<file path="src/rtl/pc_sequencer.sv">
// pc_sequencer
//   Owns the program counter and sequences instruction fetch from a
//   word-addressed instruction memory over a req/ack handshake.
//   The PC advances by one per completed fetch, or is redirected by
//   jump/branch. Supports downstream stall and halt/resume.
//
// Ports
//   clk, rst_n       system clock (rising edge), async active-low reset
//   imem_req/addr    outstanding fetch request and its word address (= pc)
//   imem_ack         memory completes the current fetch this cycle
//   stall            downstream cannot accept instructions
//   branch_taken/    branch redirect request and destination
//   branch_target
//   jump/jump_target jump redirect (wins over a simultaneous branch)
//   halt, resume     stop fetching / restart fetching from HALT
//   pc               current PC register
//   fetch_pc/valid   one-cycle pulse announcing the instruction at fetch_pc
//   state            IDLE=0, FETCH=1, STALL=2, HALT=3
//   fetch_count      number of delivered (non-squashed) fetches, wraps
module pc_sequencer #(
  parameter int unsigned   PC_WIDTH = 32,
  parameter logic [PC_WIDTH-1:0] RESET_PC = '0
) (
  input  logic                clk,
  input  logic                rst_n,
  output logic                imem_req,
  output logic [PC_WIDTH-1:0] imem_addr,
  input  logic                imem_ack,
  input  logic                stall,
  input  logic                branch_taken,
  input  logic [PC_WIDTH-1:0] branch_target,
  input  logic                jump,
  input  logic [PC_WIDTH-1:0] jump_target,
  input  logic                halt,
  input  logic                resume,
  output logic [PC_WIDTH-1:0] pc,
  output logic [PC_WIDTH-1:0] fetch_pc,
  output logic                fetch_valid,
  output logic [1:0]          state,
  output logic [31:0]         fetch_count
);

  typedef enum logic [1:0] {
    IDLE  = 2'd0,
    FETCH = 2'd1,
    STALL = 2'd2,
    HALT  = 2'd3
  } state_e;

  state_e              state_q, state_d;
  logic [PC_WIDTH-1:0] pc_q, pc_d;
  logic                pend_q, pend_d;
  logic [PC_WIDTH-1:0] pend_target_q, pend_target_d;
  logic [PC_WIDTH-1:0] fetch_pc_q, fetch_pc_d;
  logic                fetch_valid_q, fetch_valid_d;
  logic [31:0]         fetch_count_q, fetch_count_d;

  logic                redir;
  logic [PC_WIDTH-1:0] redir_target;

  // Jump outranks branch when both are asserted in the same cycle.
  assign redir        = jump | branch_taken;
  assign redir_target = jump ? jump_target : branch_target;

  assign imem_req    = (state_q == FETCH);
  assign imem_addr   = pc_q;
  assign pc          = pc_q;
  assign fetch_pc    = fetch_pc_q;
  assign fetch_valid = fetch_valid_q;
  assign state       = state_q;
  assign fetch_count = fetch_count_q;

  always_ff @(posedge clk or negedge rst_n) begin
    if (!rst_n) begin
      state_q       <= IDLE;
      pc_q          <= RESET_PC;
      pend_q        <= 1'b0;
      pend_target_q <= '0;
      fetch_pc_q    <= '0;
      fetch_valid_q <= 1'b0;
      fetch_count_q <= '0;
    end else begin
      state_q       <= state_d;
      pc_q          <= pc_d;
      pend_q        <= pend_d;
      pend_target_q <= pend_target_d;
      fetch_pc_q    <= fetch_pc_d;
      fetch_valid_q <= fetch_valid_d;
      fetch_count_q <= fetch_count_d;
    end
  end

  always_comb begin
    state_d       = state_q;
    pc_d          = pc_q;
    pend_d        = pend_q;
    pend_target_d = pend_target_q;
    fetch_pc_d    = fetch_pc_q;
    fetch_valid_d = 1'b0;
    fetch_count_d = fetch_count_q;

    unique case (state_q)
      IDLE: begin
        state_d = FETCH;
      end

      FETCH: begin
        if (!imem_ack) begin
          // The request in flight must finish at its own address, so a
          // redirect arriving now is parked until the ack; newest wins.
          if (redir) begin
            pend_d        = 1'b1;
            pend_target_d = redir_target;
          end
        end else begin
          if (pend_q || redir) begin
            // Fetched word is on the wrong path: drop it and redirect.
            pc_d   = redir ? redir_target : pend_target_q;
            pend_d = 1'b0;
          end else begin
            fetch_valid_d = 1'b1;
            fetch_pc_d    = pc_q;
            fetch_count_d = fetch_count_q + 32'd1;
            pc_d          = pc_q + PC_WIDTH'(1);
          end
          // halt/stall only take effect once the request has completed.
          if (halt) begin
            state_d = HALT;
          end else if (stall) begin
            state_d = STALL;
          end else begin
            state_d = FETCH;
          end
        end
      end

      STALL: begin
        if (redir) begin
          pc_d = redir_target;
        end
        if (halt) begin
          state_d = HALT;
        end else if (!stall) begin
          state_d = FETCH;
        end
      end

      HALT: begin
        if (redir) begin
          pc_d = redir_target;
        end
        if (resume && !halt) begin
          state_d = FETCH;
        end
      end

      default: begin
        state_d = IDLE;
      end
    endcase
  end

endmodule

</file>
<file path="config.mk">
export PLATFORM = sky130hd
export DESIGN_NAME = pc_sequencer
export DESIGN_NICKNAME = d
export VERILOG_FILES = /design/src/rtl/pc_sequencer.sv
export SDC_FILE = /design/constraint.sdc
export NUM_CORES = 1
export LEC_CHECK = 0
export CAP_MARGIN = 0
export CORE_ASPECT_RATIO = 1.5
export CORE_MARGIN = 2
export CORE_UTILIZATION = 45
export CTS_BUF_LIST = sky130_fd_sc_hd__clkbuf_8 sky130_fd_sc_hd__clkbuf_16
export CTS_CLUSTER_DIAMETER = 30
export DETAILED_ROUTE_END_ITERATION = 10
export GPL_ROUTABILITY_DRIVEN = 1
export PLACE_DENSITY = 0.78
export SLEW_MARGIN = 20
export SYNTH_ARGS = -nofsm -noshare
export SYNTH_HDL_FRONTEND = slang
export SYNTH_SLANG_ARGS = --single-unit
</file>
<file path="constraint.sdc">
create_clock -name clk -period 2.2 [get_ports clk]
set_input_delay 0.44 -clock clk [delete_from_list [all_inputs] [get_ports clk]]
set_output_delay 0.44 -clock clk [all_outputs]
set_load 0.05 [all_outputs]
</file>
==> qor.json, run 1 <==
{
  "outcome": "finished clean",
  "irDropWorstVdd_mv": 1.03,
  "power.clock.fraction": 0.180,
  "grt_usage": 0.266,
  "critical_path.endpoint_type": "primary output",
  "cp_slowest_stage_delay_ns": 0.85,
  "dp.cells": 1217,
  "timing.critical_path.fanout_max": 5,
  "synthSimpleGateAreaFrac": 0.177,
  "timing.final.ws_setup_ns": 0.0305,
  "share_of_the_synthesized_area_in_compound_gates_ao_oa_aoi_oai": 0.169,
  "buffer_type_at_the_clock_tree_root": "sky130_fd_sc_hd__clkbuf_16",
  "setup_viol": 0,
  "timing.hold.worst.class": "in2async",
  "num-fill-cells": 1346,
  "number_of_global_route_vias_before_repair": 7147,
  "critPathBufInv": 1,
  "power_after_layout_mw": 17.0,
  "leakagePower_nw": 4.87,
  "synthesis.instances": 813,
  "num_rows": 58,
  "synth.yosys.warnings": 0,
  "postSynth.asyncResetShare": 1.00,
  "finalCriticalPeriod_ns": 2.17,
  "first_iter_violations": 437,
  "floorplan.die.width_um": 110,
  "worst_setup_path_start_kind": "register",
  "critical_path.cell_chain": "clkdlybuf4s50_1",
  "tritoncts_num_sinks": 132,
  "synth_sequential_area_ratio": 0.432,
  "worst-endpoint-arrival_ns": 1.73,
  "drt.antenna.violating_nets": 0,
  "floorplan.initialDensity": 0.458,
  "cts.clk_slew.worst_paths_ns": 0.06,
  "worst-setup-path-type": "reg2out",
  "layout-area-overhead-vs-synth_pct": 42.9,
  "insertion_delay_ns": 0.42,
  "nNetsFinal": 1109,
  "grt_antenna_before_repair": 0,
  "ff_latch_area_mm2": 0.00332,
  "swShare": 0.479,
  "transition_time_at_the_pin_with_the_least_slew_margin_ns": 0.541,
  "internal_power_mw": 8.86,
  "holdWs_ns": 0.426,
  "power_per_cell_area_mw_per_mm2": 1560,
  "critical_path.slowest_cell": "sky130_fd_sc_hd__clkdlybuf4s50_1",
  "fin_skew_ns": 0.00750,
  "post-route-drc-count": 0,
  "drive_gt1_frac": 0.187,
  "finalMaxSlewViolations": 0,
  "io-pin-count": 204,
  "place.port_buffers": 203,
  "synth-adder-area-share": 0.00819,
  "cts-buffers-inserted": 17,
  "share_seq_of_total_power": 0.248,
  "drv_cap": 0,
  "die_area_mm2": 0.0181,
  "reg2reg_from": "state[1]",
  "die_h_um": 164,
  "multiInputGateArea_mm2": 0.00388,
  "instances_no_fill": 1255,
  "postSynth.topFlopCell": "sky130_fd_sc_hd__dfrtp_1",
  "place.gp.congestion": 0.942,
  "synth.ff_latch_count": 132,
  "grt_overflow_total": 0,
  "synth_edf_count": 0,
  "detailedPlace.worstSlack_ns": -0.00159,
  "cts_tree": "built",
  "antenna_cells": 0,
  "critPathLaunch": "imem_addr[31]",
  "post_synth.cell_area_avg_um2": 9.40,
  "power_switching_mw": 8.16,
  "routed_wire_length_per_instance_um": 19.2,
  "netlist-cell-type-count": 65,
  "synthTopCellsByArea": "sky130_fd_sc_hd__dfrtp_1 43%, sky130_fd_sc_hd__mux2_2 6.0%, sky130_fd_sc_hd__nor2_1 3.8%, sky130_fd_sc_hd__mux2i_1 3.8%, sky130_fd_sc_hd__nand2_1 3.7%",
  "yosysTopAreaCellShare": 0.432,
  "combinationalPowerShare": 0.573,
  "wire_length_of_the_first_global_routing_pass_mm": 36.7,
  "hold_viol_final": 0,
  "htreeDepth": 4,
  "cp_data_required_time_ns": 1.76,
  "timing.slew.headroom": 0.639,
  "routed_via_density": 5.85,
  "fin_setup_tns_ns": 0,
  "synth_xor_xnor_area_share": 0.0493,
  "synth.mux.area_fraction": 0.0984,
  "vias": 7340,
  "max_freq_ghz": 0.461,
  "hpwl_mm": 17.5,
  "family_with_the_most_delay_on_the_worst_path": "buffers and inverters",
  "drt_pass1_iterations": 7,
  "synth.net_count": 890,
  "synthDominantAreaCellType": "sky130_fd_sc_hd__dfrtp_1",
  "dominant_combinational_cell_family_by_area_after_synthesis": "simple AND/OR/NAND/NOR gates",
  "min_period_over_period": 0.986,
  "grt_start_max_net_pins": 69,
  "clock_tree.buffer_depth": 2,
  "drt_wl_total_mm": 24.1,
  "synth.cell_area_mm2": 0.00764,
  "coreArea_mm2": 0.0167
}
final timing paths:
check,to,slack (ns),depth (start not counted)
worst max-delay path,imem_addr[31],0.03,1
worst min-delay path,fetch_count[12],0.43,2
worst max register to register,imem_addr[30],0.10,8
worst min register to register,fetch_count[31],0.47,1
max in group asynchronous,imem_addr[2],1.13,3
min in group clk,fetch_count[31],0.47,1
Yosys cell counts, types with 3 or more instances:
master                      number
sky130_fd_sc_hd__a211o_1         3
sky130_fd_sc_hd__a211oi_1        9
sky130_fd_sc_hd__a21o_1          3
sky130_fd_sc_hd__a21oi_1        43
sky130_fd_sc_hd__a221o_1         3
sky130_fd_sc_hd__a221oi_1        7
sky130_fd_sc_hd__a22oi_1         7
sky130_fd_sc_hd__a2bb2oi_1       6
sky130_fd_sc_hd__a311oi_1        3
sky130_fd_sc_hd__a31oi_1        15
sky130_fd_sc_hd__and2_1          5
sky130_fd_sc_hd__and3_1         10
sky130_fd_sc_hd__and4_1          8
sky130_fd_sc_hd__buf_1           9
sky130_fd_sc_hd__buf_2          11
sky130_fd_sc_hd__buf_4          32
sky130_fd_sc_hd__clkbuf_1       32
sky130_fd_sc_hd__dfrtp_1       132
sky130_fd_sc_hd__ha_1            5
sky130_fd_sc_hd__inv_1          16
sky130_fd_sc_hd__mux2_2         41
sky130_fd_sc_hd__mux2i_1        29
sky130_fd_sc_hd__nand2_1        76
sky130_fd_sc_hd__nand2b_1        6
sky130_fd_sc_hd__nand3_1        22
sky130_fd_sc_hd__nand4_1        12
sky130_fd_sc_hd__nor2_1         78
sky130_fd_sc_hd__nor2b_1         8
sky130_fd_sc_hd__nor3_1         15
sky130_fd_sc_hd__nor4_1          3
sky130_fd_sc_hd__o211ai_1        4
sky130_fd_sc_hd__o21ai_0        49
sky130_fd_sc_hd__o22a_1          7
sky130_fd_sc_hd__o22ai_1        13
sky130_fd_sc_hd__o31ai_1         5
sky130_fd_sc_hd__or3_1           3
sky130_fd_sc_hd__xnor2_1        29
sky130_fd_sc_hd__xor2_1         14
through the flow:
step                      instance area (µm²)  utilization
final                                   10900        0.654
after global placement                  10200        0.610
after floorplan                          7710            -
after global routing                    10900        0.654
after detailed placement                10200        0.610
after CTS                               10800        0.647
area by class of cell:
cell class,count,share of cell area
Clock inverter,15,0.0186
Multi-Input combinational cell,581,0.355
Sequential cell,132,0.304
Clock buffer,17,0.0390
Timing Repair Buffer,284,0.253
Inverter,16,0.00550
Tap cell,210,0.0241
layer usage:
metal	share of wire	vias up	wire, µm	global-route usage
li1	-	3333	-	-
met1	0.38	3613	9050	0.308
met2	0.52	335	12600	0.465
met3	0.060	59	1450	0.0427
met4	0.040	0	970	0.132
met5	0	-	0	0
logic make-up (layout without fill, tap and decap cells):
group	Yosys count	count (layout)
AOI/OAI and AO/OA	197	197
and+or+nand+nor	266	266
adders and majority gates	5	5
xor gates and xnor gates	43	43
muxes	70	70
buffers and inverters	100	332
DFF	132	132
cells in the final DEF (no fill, tap or decap), types with 6 or more instances in the layout:
cell                              instances
sky130_fd_sc_hd__nor2b_1                  8
sky130_fd_sc_hd__buf_12                   7
sky130_fd_sc_hd__nand2b_1                 6
sky130_fd_sc_hd__a2bb2oi_1                6
sky130_fd_sc_hd__a21oi_1                 43
sky130_fd_sc_hd__dfrtp_2                 15
sky130_fd_sc_hd__clkdlybuf4s50_1        155
sky130_fd_sc_hd__nand3_1                 22
sky130_fd_sc_hd__o22ai_1                 13
sky130_fd_sc_hd__o21ai_0                 49
sky130_fd_sc_hd__xor2_1                  14
sky130_fd_sc_hd__a211oi_1                 8
sky130_fd_sc_hd__nor2_1                  77
sky130_fd_sc_hd__buf_4                   75
sky130_fd_sc_hd__and3_1                  10
sky130_fd_sc_hd__inv_1                   16
sky130_fd_sc_hd__dlygate4sd2_1           17
sky130_fd_sc_hd__mux2i_1                 29
sky130_fd_sc_hd__a31oi_1                 15
sky130_fd_sc_hd__and4_1                   8
sky130_fd_sc_hd__nand4_1                 12
sky130_fd_sc_hd__clkbuf_16               17
sky130_fd_sc_hd__mux2_2                  41
sky130_fd_sc_hd__o22a_1                   7
sky130_fd_sc_hd__dlymetal6s2s_1          26
sky130_fd_sc_hd__xnor2_1                 29
sky130_fd_sc_hd__nand2_1                 76
sky130_fd_sc_hd__a22oi_1                  7
sky130_fd_sc_hd__a221oi_1                 7
sky130_fd_sc_hd__dfrtp_1                117
sky130_fd_sc_hd__nor3_1                  15
registers in the layout, summed over array words and instances (netlist names):
register       cells
pend_q             1
pend_target_q     32
fetch_pc          32
fetch_valid        1
fetch_count       32
imem_addr         32
state              2
power by group through the flow:
| stage | combinational (mW) | sequential [mW] | clock (mW) |
|---|---|---|---|
| 4_1_cts | 9.71 | 4.20 | 3.09 |
| 3_3_place_gp | 9.63 | 4.20 | 0 |
| 6_report | 9.75 | 4.21 | 3.06 |
| 3_5_place_dp | 9.76 | 4.23 | 0 |
| 2_1_floorplan | 4.36 | 6.39 | 0 |
| 5_1_grt | 10.3 | 4.34 | 3.20 |
timing repair:
item | 4_1_cts | 5_1_grt
setup buffers | 0 | 5
hold buffers | 1 | 0
pin swaps | 0 | 2
endpoints found under the setup margin | 18 | 31
endpoints found under the hold margin | 17 | 0
gates resized for setup | 17 | 30
No activity file was read; power rests on OpenSTA's default activity.
==> run 2, diff against run 1 <==
--- a/config.mk
+++ b/config.mk
@@ -5,7 +5,7 @@
 export SDC_FILE = /design/constraint.sdc
 export NUM_CORES = 1
 export LEC_CHECK = 0
-export CAP_MARGIN = 0
+export CAP_MARGIN = 10
 export CORE_ASPECT_RATIO = 1.5
 export CORE_MARGIN = 2
 export CORE_UTILIZATION = 45
==> results of run 2 <==
Same layout as run 1: the final DEF is identical, and so are final timing and power.
